`config.mk`:
```
export PLATFORM = sky130hd
export DESIGN_NAME = commit_queue_flat
export DESIGN_NICKNAME = d
export VERILOG_FILES = /design/src/rtl/commit_queue_pkg.sv /design/src/rtl/commit_queue_if.sv /design/src/rtl/commit_queue_select.sv /design/src/rtl/commit_queue.sv /design/src/flat_wrapper.sv
export SDC_FILE = /design/constraint.sdc
export NUM_CORES = 2
export LEC_CHECK = 0
export BUFFER_PORTS_ARGS = -buffer_cell sky130_fd_sc_hd__buf_2
export CELL_PAD_IN_SITES_DETAIL_PLACEMENT = 1
export CELL_PAD_IN_SITES_GLOBAL_PLACEMENT = 2
export CORE_ASPECT_RATIO = 0.75
export CORE_MARGIN = 8
export CORE_UTILIZATION = 41
export CTS_CLUSTER_SIZE = 25
export DETAILED_ROUTE_END_ITERATION = 12
export GPL_ROUTABILITY_DRIVEN = 0
export PLACE_DENSITY = 0.72
export SLEW_MARGIN = 25
export SYNTH_ARGS = -nofsm -noshare
export SYNTH_HDL_FRONTEND = slang
export SYNTH_SLANG_ARGS = --single-unit
```
`constraint.sdc`:
```
create_clock -name clk -period 20 [get_ports clk]
set_input_delay 4 -clock clk [delete_from_list [all_inputs] [get_ports clk]]
set_output_delay 4 -clock clk [all_outputs]
set_load 0.05 [all_outputs]
```
`src/rtl/commit_queue_pkg.sv`:
```
// commit_queue_pkg: shared types and default sizes for the in-order commit queue.
//   commit_entry_t : one completed instruction waiting to retire
//   COMMIT_DEPTH / RETIRE_WIDTH / ISSUE_WIDTH / REG_ADDR_W : default geometry
package commit_queue_pkg;

    localparam int COMMIT_DEPTH = 8;
    localparam int RETIRE_WIDTH = 2;
    localparam int ISSUE_WIDTH  = 2;
    localparam int REG_ADDR_W   = 5;
    localparam int CSR_ADDR_W   = 14;
    localparam int EXCP_CODE_W  = 7;

    typedef struct packed {
        logic [31:0]             pc;
        logic                    reg_we;
        logic [REG_ADDR_W-1:0]   reg_addr;
        logic [31:0]             reg_data;
        logic                    csr_we;
        logic [CSR_ADDR_W-1:0]   csr_addr;
        logic [31:0]             csr_data;
        logic                    excp;
        logic [EXCP_CODE_W-1:0]  excp_code;
    } commit_entry_t;

endpackage

```
`src/rtl/commit_queue_if.sv`:
```
// commit_queue_if: enqueue side (from mem stage) and retire side (to regfile/csr)
// of the commit queue, plus flush/pause controls.
//   master : producer/consumer view (drives in_*, flush, retire_pause)
//   slave  : the queue itself
// Optional macro COMMIT_TRACE_EN adds trace_pc and retired_cnt.
interface commit_queue_if
    import commit_queue_pkg::*;
#(
    parameter int ISSUE_WIDTH  = 2,
    parameter int RETIRE_WIDTH = 2,
    parameter int REG_ADDR_W   = 5,
    parameter int CNT_W        = 4
);
    logic                                       flush;
    logic                                       retire_pause;
    logic [ISSUE_WIDTH-1:0]                     in_valid;
    logic [ISSUE_WIDTH-1:0][31:0]               in_pc;
    logic [ISSUE_WIDTH-1:0]                     in_reg_we;
    logic [ISSUE_WIDTH-1:0][REG_ADDR_W-1:0]     in_reg_addr;
    logic [ISSUE_WIDTH-1:0][31:0]               in_reg_data;
    logic [ISSUE_WIDTH-1:0]                     in_csr_we;
    logic [ISSUE_WIDTH-1:0][CSR_ADDR_W-1:0]     in_csr_addr;
    logic [ISSUE_WIDTH-1:0][31:0]               in_csr_data;
    logic [ISSUE_WIDTH-1:0]                     in_excp;
    logic [ISSUE_WIDTH-1:0][EXCP_CODE_W-1:0]    in_excp_code;
    logic                                       in_ready;

    logic [RETIRE_WIDTH-1:0]                    out_valid;
    logic [RETIRE_WIDTH-1:0]                    out_reg_we;
    logic [RETIRE_WIDTH-1:0][REG_ADDR_W-1:0]    out_reg_addr;
    logic [RETIRE_WIDTH-1:0][31:0]              out_reg_data;
    logic                                       out_csr_we;
    logic [CSR_ADDR_W-1:0]                      out_csr_addr;
    logic [31:0]                                out_csr_data;
    logic                                       excp_valid;
    logic [31:0]                                excp_pc;
    logic [EXCP_CODE_W-1:0]                     excp_code;
    logic [CNT_W-1:0]                           count;
`ifdef COMMIT_TRACE_EN
    logic [RETIRE_WIDTH-1:0][31:0]              trace_pc;
    logic [63:0]                                retired_cnt;
`endif

    modport master (
        output flush, retire_pause, in_valid, in_pc, in_reg_we, in_reg_addr, in_reg_data,
               in_csr_we, in_csr_addr, in_csr_data, in_excp, in_excp_code,
        input  in_ready, out_valid, out_reg_we, out_reg_addr, out_reg_data,
               out_csr_we, out_csr_addr, out_csr_data, excp_valid, excp_pc, excp_code, count
`ifdef COMMIT_TRACE_EN
        , input trace_pc, retired_cnt
`endif
    );

    modport slave (
        input  flush, retire_pause, in_valid, in_pc, in_reg_we, in_reg_addr, in_reg_data,
               in_csr_we, in_csr_addr, in_csr_data, in_excp, in_excp_code,
        output in_ready, out_valid, out_reg_we, out_reg_addr, out_reg_data,
               out_csr_we, out_csr_addr, out_csr_data, excp_valid, excp_pc, excp_code, count
`ifdef COMMIT_TRACE_EN
        , output trace_pc, retired_cnt
`endif
    );

endinterface

```
`src/rtl/commit_queue_select.sv`:
```
// commit_queue_select: combinational scan of the oldest RETIRE_WIDTH entries.
//   i_count/i_pause     : occupancy and retire hold
//   i_csr_we/i_excp     : per-slot flags, slot 0 = oldest
//   o_k                 : number of entries retiring this cycle
//   o_csr_hit/o_csr_lane: the single CSR write allowed this cycle
//   o_excp_hit/lane     : exception retiring this cycle (only ever from slot 0)
module commit_queue_select #(
    parameter int RETIRE_WIDTH = 2,
    parameter int CNT_W        = 4,
    parameter int K_W          = 2,
    parameter int LANE_W       = 1
) (
    input  logic [CNT_W-1:0]        i_count,
    input  logic                    i_pause,
    input  logic [RETIRE_WIDTH-1:0] i_csr_we,
    input  logic [RETIRE_WIDTH-1:0] i_excp,
    output logic [K_W-1:0]          o_k,
    output logic                    o_csr_hit,
    output logic [LANE_W-1:0]       o_csr_lane,
    output logic                    o_excp_hit,
    output logic [LANE_W-1:0]       o_excp_lane
);
    logic w_stop;

    always_comb begin
        o_k         = '0;
        o_csr_hit   = 1'b0;
        o_csr_lane  = '0;
        o_excp_hit  = 1'b0;
        o_excp_lane = '0;
        w_stop      = 1'b0;
        for (int i = 0; i < RETIRE_WIDTH; i++) begin
            if (!w_stop && !i_pause && (CNT_W'(i) < i_count)) begin
                if (i_excp[i]) begin
                    // An exception only retires once it is the oldest entry, so
                    // everything older has already committed when it is reported.
                    if (i == 0) begin
                        o_k         = K_W'(1);
                        o_excp_hit  = 1'b1;
                        o_excp_lane = LANE_W'(i);
                    end
                    w_stop = 1'b1;
                end else if (i_csr_we[i] && o_csr_hit) begin
                    w_stop = 1'b1;
                end else begin
                    o_k = K_W'(i + 1);
                    if (i_csr_we[i]) begin
                        o_csr_hit  = 1'b1;
                        o_csr_lane = LANE_W'(i);
                    end
                end
            end
        end
    end

endmodule

```
`src/rtl/commit_queue.sv`:
```
// commit_queue: in-order retire buffer between mem stage and regfile/csr.
//   clk, rst : clock, synchronous active-high reset
//   bus      : commit_queue_if.slave (enqueue lanes, retire lanes, CSR port,
//              exception report, flush, retire_pause, count, in_ready)
// Optional macro COMMIT_TRACE_EN: adds trace_pc and retired_cnt outputs.
module commit_queue #(
    parameter int ISSUE_WIDTH  = commit_queue_pkg::ISSUE_WIDTH,
    parameter int RETIRE_WIDTH = commit_queue_pkg::RETIRE_WIDTH,
    parameter int DEPTH        = commit_queue_pkg::COMMIT_DEPTH,
    parameter int REG_ADDR_W   = commit_queue_pkg::REG_ADDR_W
) (
    input logic           clk,
    input logic           rst,
    commit_queue_if.slave bus
);
    import commit_queue_pkg::*;

    localparam int IDX_W  = $clog2(DEPTH);
    localparam int PTR_W  = IDX_W + 1;
    localparam int K_W    = $clog2(RETIRE_WIDTH + 1);
    localparam int LANE_W = (RETIRE_WIDTH > 1) ? $clog2(RETIRE_WIDTH) : 1;

    commit_entry_t                          r_mem [DEPTH];
    logic [PTR_W-1:0]                       r_head, r_tail;
    logic [RETIRE_WIDTH-1:0]                r_out_valid, r_out_reg_we;
    logic [RETIRE_WIDTH-1:0][REG_ADDR_W-1:0] r_out_reg_addr;
    logic [RETIRE_WIDTH-1:0][31:0]          r_out_reg_data;
    logic                                   r_out_csr_we, r_excp_valid;
    logic [CSR_ADDR_W-1:0]                  r_out_csr_addr;
    logic [31:0]                            r_out_csr_data, r_excp_pc;
    logic [EXCP_CODE_W-1:0]                 r_excp_code;

    logic [PTR_W-1:0]                       w_count, w_n_enq;
    logic                                   w_ready, w_enq;
    commit_entry_t                          w_slot [RETIRE_WIDTH];
    logic [RETIRE_WIDTH-1:0]                w_slot_csr, w_slot_excp;
    logic [K_W-1:0]                         w_k;
    logic                                   w_csr_hit, w_excp_hit;
    logic [LANE_W-1:0]                      w_csr_lane, w_excp_lane;
    logic [RETIRE_WIDTH-1:0]                w_valid, w_reg_we;
    logic [RETIRE_WIDTH-1:0][REG_ADDR_W-1:0] w_reg_addr;
    logic [RETIRE_WIDTH-1:0][31:0]          w_reg_data, w_pc;

    assign w_count = r_tail - r_head;
    // Ready looks only at pre-retire occupancy, so a full queue never admits
    // even when the same cycle frees slots.
    assign w_ready = !rst && ((PTR_W'(DEPTH) - w_count) >= PTR_W'(ISSUE_WIDTH));
    assign w_enq   = w_ready && bus.in_valid[0];

    always_comb begin
        w_n_enq = '0;
        for (int l = 0; l < ISSUE_WIDTH; l++) w_n_enq = w_n_enq + PTR_W'(bus.in_valid[l]);
    end

    always_comb begin
        for (int i = 0; i < RETIRE_WIDTH; i++) begin
            w_slot[i]      = r_mem[IDX_W'(r_head + PTR_W'(i))];
            w_slot_csr[i]  = w_slot[i].csr_we;
            w_slot_excp[i] = w_slot[i].excp;
        end
    end

    commit_queue_select #(
        .RETIRE_WIDTH(RETIRE_WIDTH), .CNT_W(PTR_W), .K_W(K_W), .LANE_W(LANE_W)
    ) u_select (
        .i_count(w_count), .i_pause(bus.retire_pause),
        .i_csr_we(w_slot_csr), .i_excp(w_slot_excp),
        .o_k(w_k), .o_csr_hit(w_csr_hit), .o_csr_lane(w_csr_lane),
        .o_excp_hit(w_excp_hit), .o_excp_lane(w_excp_lane)
    );

    always_comb begin
        w_valid    = '0;
        w_reg_we   = '0;
        w_reg_addr = '0;
        w_reg_data = '0;
        w_pc       = '0;
        for (int i = 0; i < RETIRE_WIDTH; i++) begin
            if (K_W'(i) < w_k) begin
                w_valid[i]    = 1'b1;
                w_reg_we[i]   = w_slot[i].reg_we && !w_slot[i].excp && (w_slot[i].reg_addr != '0);
                w_reg_addr[i] = w_slot[i].reg_addr;
                w_reg_data[i] = w_slot[i].reg_data;
                w_pc[i]       = w_slot[i].pc;
            end
        end
    end

    always_ff @(posedge clk) begin
        if (w_enq) begin
            for (int l = 0; l < ISSUE_WIDTH; l++) begin
                if (bus.in_valid[l]) begin
                    r_mem[IDX_W'(r_tail + PTR_W'(l))] <= '{
                        pc: bus.in_pc[l], reg_we: bus.in_reg_we[l],
                        reg_addr: bus.in_reg_addr[l], reg_data: bus.in_reg_data[l],
                        csr_we: bus.in_csr_we[l], csr_addr: bus.in_csr_addr[l],
                        csr_data: bus.in_csr_data[l], excp: bus.in_excp[l],
                        excp_code: bus.in_excp_code[l]};
                end
            end
        end
    end

    always_ff @(posedge clk) begin
        if (rst || bus.flush) begin
            r_head         <= '0;
            r_tail         <= '0;
            r_out_valid    <= '0;
            r_out_reg_we   <= '0;
            r_out_reg_addr <= '0;
            r_out_reg_data <= '0;
            r_out_csr_we   <= 1'b0;
            r_out_csr_addr <= '0;
            r_out_csr_data <= '0;
            r_excp_valid   <= 1'b0;
            r_excp_pc      <= '0;
            r_excp_code    <= '0;
        end else begin
            r_out_valid    <= w_valid;
            r_out_reg_we   <= w_reg_we;
            r_out_reg_addr <= w_reg_addr;
            r_out_reg_data <= w_reg_data;
            r_out_csr_we   <= w_csr_hit;
            r_out_csr_addr <= w_csr_hit ? w_slot[w_csr_lane].csr_addr : '0;
            r_out_csr_data <= w_csr_hit ? w_slot[w_csr_lane].csr_data : '0;
            r_excp_valid   <= w_excp_hit;
            r_excp_pc      <= w_excp_hit ? w_slot[w_excp_lane].pc : '0;
            r_excp_code    <= w_excp_hit ? w_slot[w_excp_lane].excp_code : '0;
            if (w_excp_hit) begin
                // Precise exception: every younger entry and this cycle's enqueue is squashed.
                r_head <= '0;
                r_tail <= '0;
            end else begin
                r_head <= r_head + PTR_W'(w_k);
                if (w_enq) r_tail <= r_tail + w_n_enq;
            end
        end
    end

    assign bus.in_ready     = w_ready;
    assign bus.count        = w_count;
    assign bus.out_valid    = r_out_valid;
    assign bus.out_reg_we   = r_out_reg_we;
    assign bus.out_reg_addr = r_out_reg_addr;
    assign bus.out_reg_data = r_out_reg_data;
    assign bus.out_csr_we   = r_out_csr_we;
    assign bus.out_csr_addr = r_out_csr_addr;
    assign bus.out_csr_data = r_out_csr_data;
    assign bus.excp_valid   = r_excp_valid;
    assign bus.excp_pc      = r_excp_pc;
    assign bus.excp_code    = r_excp_code;

`ifdef COMMIT_TRACE_EN
    logic [RETIRE_WIDTH-1:0][31:0] r_trace_pc;
    logic [63:0]                   r_retired_cnt;

    always_ff @(posedge clk) begin
        if (rst || bus.flush) r_trace_pc <= '0;
        else                  r_trace_pc <= w_pc;
    end

    // Survives flush on purpose: it is a lifetime statistic, not queue state.
    always_ff @(posedge clk) begin
        if (rst)             r_retired_cnt <= '0;
        else if (!bus.flush) r_retired_cnt <= r_retired_cnt + 64'(w_k) - 64'(w_excp_hit);
    end

    assign bus.trace_pc    = r_trace_pc;
    assign bus.retired_cnt = r_retired_cnt;
`else
    logic w_unused_pc;
    assign w_unused_pc = ^w_pc;
`endif

    // Enqueue lanes must be packed low: 00, 01, 11, 0111...
    a_in_valid_packed: assert property (@(posedge clk) disable iff (rst)
        ((bus.in_valid & (bus.in_valid + ISSUE_WIDTH'(1))) == '0));

endmodule

```
`src/flat_wrapper.sv`:
```
// flat-port wrapper written by rule: the top's interface ports become plain ports
module commit_queue_flat import commit_queue_pkg::*;
#(
    parameter int ISSUE_WIDTH  = commit_queue_pkg::ISSUE_WIDTH,
    parameter int RETIRE_WIDTH = commit_queue_pkg::RETIRE_WIDTH,
    parameter int DEPTH        = commit_queue_pkg::COMMIT_DEPTH,
    parameter int REG_ADDR_W   = commit_queue_pkg::REG_ADDR_W
)
  (clk, rst, bus_flush, bus_retire_pause, bus_in_valid, bus_in_pc, bus_in_reg_we, bus_in_reg_addr, bus_in_reg_data, bus_in_csr_we, bus_in_csr_addr, bus_in_csr_data, bus_in_excp, bus_in_excp_code, bus_in_ready, bus_out_valid, bus_out_reg_we, bus_out_reg_addr, bus_out_reg_data, bus_out_csr_we, bus_out_csr_addr, bus_out_csr_data, bus_excp_valid, bus_excp_pc, bus_excp_code, bus_count);
  commit_queue_if #(.ISSUE_WIDTH(ISSUE_WIDTH), .RETIRE_WIDTH(RETIRE_WIDTH), .REG_ADDR_W(REG_ADDR_W), .CNT_W(4)) bus_i ();
  input logic clk;
  input logic rst;
  input wire logic [$bits(bus_i.flush)-1:0] bus_flush;
  input wire logic [$bits(bus_i.retire_pause)-1:0] bus_retire_pause;
  input wire logic [$bits(bus_i.in_valid)-1:0] bus_in_valid;
  input wire logic [$bits(bus_i.in_pc)-1:0] bus_in_pc;
  input wire logic [$bits(bus_i.in_reg_we)-1:0] bus_in_reg_we;
  input wire logic [$bits(bus_i.in_reg_addr)-1:0] bus_in_reg_addr;
  input wire logic [$bits(bus_i.in_reg_data)-1:0] bus_in_reg_data;
  input wire logic [$bits(bus_i.in_csr_we)-1:0] bus_in_csr_we;
  input wire logic [$bits(bus_i.in_csr_addr)-1:0] bus_in_csr_addr;
  input wire logic [$bits(bus_i.in_csr_data)-1:0] bus_in_csr_data;
  input wire logic [$bits(bus_i.in_excp)-1:0] bus_in_excp;
  input wire logic [$bits(bus_i.in_excp_code)-1:0] bus_in_excp_code;
  output wire logic [$bits(bus_i.in_ready)-1:0] bus_in_ready;
  output wire logic [$bits(bus_i.out_valid)-1:0] bus_out_valid;
  output wire logic [$bits(bus_i.out_reg_we)-1:0] bus_out_reg_we;
  output wire logic [$bits(bus_i.out_reg_addr)-1:0] bus_out_reg_addr;
  output wire logic [$bits(bus_i.out_reg_data)-1:0] bus_out_reg_data;
  output wire logic [$bits(bus_i.out_csr_we)-1:0] bus_out_csr_we;
  output wire logic [$bits(bus_i.out_csr_addr)-1:0] bus_out_csr_addr;
  output wire logic [$bits(bus_i.out_csr_data)-1:0] bus_out_csr_data;
  output wire logic [$bits(bus_i.excp_valid)-1:0] bus_excp_valid;
  output wire logic [$bits(bus_i.excp_pc)-1:0] bus_excp_pc;
  output wire logic [$bits(bus_i.excp_code)-1:0] bus_excp_code;
  output wire logic [$bits(bus_i.count)-1:0] bus_count;
  assign bus_i.flush = bus_flush;
  assign bus_i.retire_pause = bus_retire_pause;
  assign bus_i.in_valid = bus_in_valid;
  assign bus_i.in_pc = bus_in_pc;
  assign bus_i.in_reg_we = bus_in_reg_we;
  assign bus_i.in_reg_addr = bus_in_reg_addr;
  assign bus_i.in_reg_data = bus_in_reg_data;
  assign bus_i.in_csr_we = bus_in_csr_we;
  assign bus_i.in_csr_addr = bus_in_csr_addr;
  assign bus_i.in_csr_data = bus_in_csr_data;
  assign bus_i.in_excp = bus_in_excp;
  assign bus_i.in_excp_code = bus_in_excp_code;
  assign bus_in_ready = bus_i.in_ready;
  assign bus_out_valid = bus_i.out_valid;
  assign bus_out_reg_we = bus_i.out_reg_we;
  assign bus_out_reg_addr = bus_i.out_reg_addr;
  assign bus_out_reg_data = bus_i.out_reg_data;
  assign bus_out_csr_we = bus_i.out_csr_we;
  assign bus_out_csr_addr = bus_i.out_csr_addr;
  assign bus_out_csr_data = bus_i.out_csr_data;
  assign bus_excp_valid = bus_i.excp_valid;
  assign bus_excp_pc = bus_i.excp_pc;
  assign bus_excp_code = bus_i.excp_code;
  assign bus_count = bus_i.count;
  commit_queue #(.ISSUE_WIDTH(ISSUE_WIDTH), .RETIRE_WIDTH(RETIRE_WIDTH), .DEPTH(DEPTH), .REG_ADDR_W(REG_ADDR_W)) u_core (.clk(clk), .rst(rst), .bus(bus_i));
endmodule
```
# Word-level counts from Yosys, hierarchy flattened

Memory sizes are Yosys's and may differ from the RTL's. A register that Yosys moved wholly into a read port is not among the register bits.
Cells that the tools add are included.

Bits in registers: 173
RAM bits: 1,000
Word-level logic and storage cells: 86
Input bits: 256
Memories kept: 1
Output and inout port bits: 170

Memory list:

| name         | words | bits a word | read ports | clocked after memory_dff | write ports | RTL line           | RTL |
|---|---|---|---|---|---|---|---|
| u_core.r_mem | 8     | 125         | 2          | 1                        | 2           | commit_queue.sv:23 | `commit_entry_t r_mem [DEPTH];` |

Add/sub/neg operators: 7
Muxes and demuxes: 29
Reductions and logical operators: 23
Magnitude comparators: 6
Bitwise logic cells: 5

Operators by type and width:

| kind                                                                                | number |
|---|---|
| 54-bit two-way mux                                                                  | 3 |
| 1-bit two-way mux                                                                   | 22 |
| 1-bit logical AND                                                                   | 10 |
| 5-bit nonzero test                                                                  | 2 |
| 2-bit OR reduction                                                                  | 5 |
| 4-bit by 2-bit adder with 4-bit output                                              | 2 |
| 1-bit by 4-bit < comparator with 1-bit output, first input constant                 | 2 |
| 3-bit by 1-bit adder with 3-bit output, second input constant                       | 2 |
| 2-bit two-way mux                                                                   | 3 |
| 1-bit logical NOT                                                                   | 5 |
| 4-bit by 2-bit greater-or-equal comparator with 1-bit output, second input constant | 1 |
| 1-bit by 2-bit < comparator with 1-bit output, first input constant                 | 2 |
| 1-bit inverter                                                                      | 4 |
| 4-bit subtractor                                                                    | 1 |
| 4-bit subtractor, first input constant                                              | 1 |
| 3-bit two-way mux                                                                   | 1 |
| 1-bit by 1-bit adder with 2-bit output                                              | 1 |
| 2-bit greater-or-equal comparator, second input constant                            | 1 |
| 1-bit inverter with 2-bit output                                                    | 1 |
| 1-bit logical OR                                                                    | 1 |

# Logic depth before layout (Yosys ltp)

Word-level depth: 12
Mapped depth: 18
Depth with buffers taken out: 14

# By module

Synthesis repeated with hierarchy kept, for this count alone.

Cells, all modules: 3,766
Area, all modules: 62,049.5 µm²

By module, submodules not included:

| module              | area an instance (µm²) | seq. area each (µm²) | cells each | instances |
|---|---|---|---|---|
| commit_queue        | 61,933.1               | 33,492.1             | 3,751      | 1 |
| commit_queue_select | 116.4                  | 0.0                  | 15         | 1 |

# Worst setup path before layout

OpenSTA, ideal clock, no wires.

Path type: input to register
Start: input bus_in_valid[0]
End: memory u_core.r_mem[0][0] in the netlist's numbering (enable)
Setup slack: 2,118 ps
Buffers on the path: 1
Cell stages on the path: 5
Arrival: 16,933 ps
Data required time: 19,051 ps
Setup time: 949 ps
Cell sequence: inv_1 > nor2_1 > o21ai_2 > buf_6 > o41ai_1

RTL lines:

| item        | RTL line           | RTL |
|---|---|---|
| from (decl) | flat_wrapper.sv:15 | `input wire logic [$bits(bus_i.in_valid)-1:0] bus_in_valid;` |
| to (decl)   | commit_queue.sv:23 |  |

# Worst setup path in the final report

Start: input rst
End: output bus_in_ready

Longest elaborated chain between the ends: 2

Ends and longest elaborated chain:

| item              | RTL line           | RTL |
|---|---|---|
| from (decl)       | flat_wrapper.sv:12 | `input logic rst;` |
| 1-bit logical NOT | commit_queue.sv:47 | `assign w_ready = !rst && ((PTR_W'(DEPTH) - w_count) >= PTR_W'(ISSUE_WIDTH));` |
| 1-bit logical AND | commit_queue.sv:47 |  |
| to (decl)         | flat_wrapper.sv:25 | `output wire logic [$bits(bus_i.in_ready)-1:0] bus_in_ready;` |

No other way between the ends.

==> results.tsv <==
stage	metric	value	unit
sta	tightestPinTransition	1513	ps
critical_path	crit_path_end_kind	output pin	
drt	drt_pass1_iterations	5	
cts	cts_made_buffers	131	
power	pwr-share-comb	25.8	%
cts	cts_sinks	1173	
layout	area_growth	13.45	%
sta	finalHoldViolations	0	
critical_path	cpPeakStageDelay	260	ps
critical_path	worstPathCellList	buf_2 -> nor2_1 -> buf_2	
sta	setup-tns-final	0	ps
critical_path	cp.arrival	4490	ps
floorplanning	rows	121	
power	swShare	29.06	%
synth	synth_area_leaders	edfxtp_1, mux2_2, mux4_2	
floorplanning	fp.dieH	347.7	um
floorplanning	start_util	41.38	%
synth	synth.avg_cell_area	17.04	um2
synth	ys.flop_type	edfxtp_1	
sta	clock-skew-final	26.65	ps
floorplanning	core	145300	um2
critical_path	critPathLaunchType	input pin	
cts	clock_latency	770	ps
floorplanning	io-pin-count	426	
synth	yosys-top-cells-count	edfxtp_1, mux2_2, mux4_2	
sta	rsz0062_at_grt	no	
sta	setup_viol	0	
hold_path	hold_class	flop to flop	
global_route	track_usage	23.14	%
critical_path	cp_max_fo	3	
drt	wl_per_cell	31.74	um
synth	synth_nets	3798	
cts	cts_resized	0	
drt	num_vias	35167	
synth	synth_edf_count	1000	
sta	fin_crit_sh	42.46	%
critical_path	critPathKind	input pin to output pin	
layout	stdcell_count	5929	
critical_path	crit_buf_inv	2	
global_route	grt_max_degree	125	
synth	yosysWarnings	0	
floorplanning	dieArea	159300	um2
status	failed_checks	max-slew violations	
place	port_buffers	425	
layout	final_net_count	4154	
global_route	grt_pass1_vias	37974	
place	dpl.cell_count	5657	
synth	synth_seq_cells	1173	
synth	synth-seq-area-share	55.69	%
cts	postCtsHoldBufs	0	
sta	fin_ws	11510	ps
cts	clockBufferDepth	3	
power	p_int	5068	uW
synth	synth_top_area_cell	edfxtp_1	
cts	clockRootBuffer	clkbuf_16	
flow_run	cap_violations	0	
drt	wirelength	188.2	mm
critical_path	crit_family	buffers and inverters	
layout	final_util	46.94	%
floorplanning	die_x	458.2	um
critical_path	slowest_stage	buf_2	
cts	htree_levels	4	
global_route	grt_pass1_wl	271.8	mm
sta	timing.final.max_slew_violations	15	
global_route	grt.overflow.total	0	
sta	period_needed	8492	ps
status	status	complete, but fails checks	
layout	n_fill_cell	13853	
place	dpl.hpwl	103.7	mm
synth	yosysTopAreaCellShare	49.94	%
synth	ys_types	48	
place	place_ws	11500	ps
critical_path	crit_top_cell	buf_2	
synth	async_flop_share	0	%
sta	slew_headroom	-0.8338	%
power	net-switching-power	2076	uW
power	clkPwrFrac	32.9	%
drt	first_iter_violations	2559	
power	p_leak	0.02350	uW
power	p_seq_share	41.3	%
cts	path_clk_slew	60	ps
power	peakVddDrop	0.09328	mV
synth	syn_inst	3529	
cts	cts_tree	done	
drt	post_drt_via_cell_ratio	5.931	
cts	cts_setup_buffers	0	
critical_path	cp.required	16000	ps
power	powerDensity	104.7	nW/um2
synth	syn_area	60140	um2
drt	ant_nets	0	
global_route	antenna_found_initial	77	
layout	drive_gt1_share	53.34	%
synth	yosysMostFrequentCell	edfxtp_1	
drt	drc	0	
sta	max_freq	117.8	MHz
## worst reg2reg max path: cells and delay by family, from the launching register on
kind	cells	cell delay [ps]
buffers and inverters	2	1600
muxes	1	440
and+or+nand+nor	2	1140
AOI/OAI and AO/OA	1	650
adders and majority gates	3	1120
xor gates and xnor gates	1	160
DFF	1	900
## final cells by class
type / count / area (um2) / area share, %
flip-flops and latches: 1173 / 33500 / 49.11
repair buffers: 500 / 2800 / 4.104
clock buffers: 199 / 3787 / 5.551
diodes: 35 / 87.58 / 0.1284
clock inverters: 37 / 274.0 / 0.4016
inverters: 25 / 98.84 / 0.1449
multi-input cells: 2054 / 25290 / 37.06
well taps: 1906 / 2385 / 3.496
## cells by family (layout without fill, tap and decap cells)
| kind of cell | after synthesis | after routing | share of synthesized area (%) |
|---|---|---|---|
| other | 0 | 35 | 0 |
| adder cells (fa/ha/maj) | 13 | 13 | 0.3079 |
| AND/OR/NAND/NOR | 322 | 322 | 2.320 |
| AO/OA/AOI/OAI | 226 | 226 | 2.393 |
| flip-flops | 1173 | 1173 | 55.69 |
| multiplexers | 1483 | 1483 | 36.50 |
| buffers and inverters | 302 | 761 | 2.603 |
| XOR/XNOR | 10 | 10 | 0.1831 |
## through the flow
step                      total power (uW)  hold WS (ps)  instance area [um2]
after floorplan                       4429         454.4                60140
after global placement                4843         474.6                64000
after detailed placement              4869         490.3                64050
after CTS                             7234         491.4                68110
after global routing                  7437         527.6                68190
final                                 7143         488.8                68220
## path summary, 6_finish.rpt
path / startpoint / slack, ps / end / depth (start not counted)
max: rst / 11510 / bus_in_ready / 3
min: u_core.r_tail[3]$_SDFFE_PP0N_ / 490 / u_core.r_tail[3]$_SDFFE_PP0N_ / 2
max reg2reg: u_core.r_head[0]$_SDFF_PP0_ / 13740 / u_core.r_mem[5][23]$_DFFE_PP_ / 10
min reg2reg: u_core.r_tail[3]$_SDFFE_PP0N_ / 490 / u_core.r_tail[3]$_SDFFE_PP0N_ / 2
## power by group through the flow
stage	Sequential (uW)	Combinational, uW	Clock, uW
floorplan	3120	1310	0
global placement	2990	1850	0
detailed placement	3000	1870	0
CTS	2950	1880	2410
global route	2970	1980	2490
finish	2950	1840	2350
## layout by cell type, fill, tap and decap left out, types with 19 or more instances in the layout
cell,synthesis,layout
edfxtp_1,1000,1000
mux2_2,844,844
buf_2,129,425
mux4_2,421,421
nand2_1,222,220
dfxtp_1,173,170
mux2_4,156,156
clkbuf_16,0,134
a21oi_1,107,107
a211oi_1,95,94
buf_4,6,65
mux2i_1,62,62
and2_1,48,48
clkbuf_1,82,46
diode_2,0,35
nor2_1,26,26
inv_1,24,24
clkbuf_8,0,19
## layer usage
layer  track usage [%]  part of all wire (%)  vias to the layer above
met3             4.589                   5.8                      323
met2             37.93                    48                     1124
met5                 0                  0.12                        -
met1             30.56                    43                    18678
met4             8.806                   3.2                       32
li1                  -                     -                    15010
## state kept, by name, indices dropped and copies added (netlist names), 7 cells and up
name,cells
u_core.r_mem,1000
u_core.bus.out_reg_data,64
u_core.bus.excp_pc,32
u_core.bus.out_csr_data,32
u_core.bus.out_csr_addr,14
u_core.bus.out_reg_addr,10
u_core.bus.excp_code,7
No activity file was read; power rests on OpenSTA's default activity.
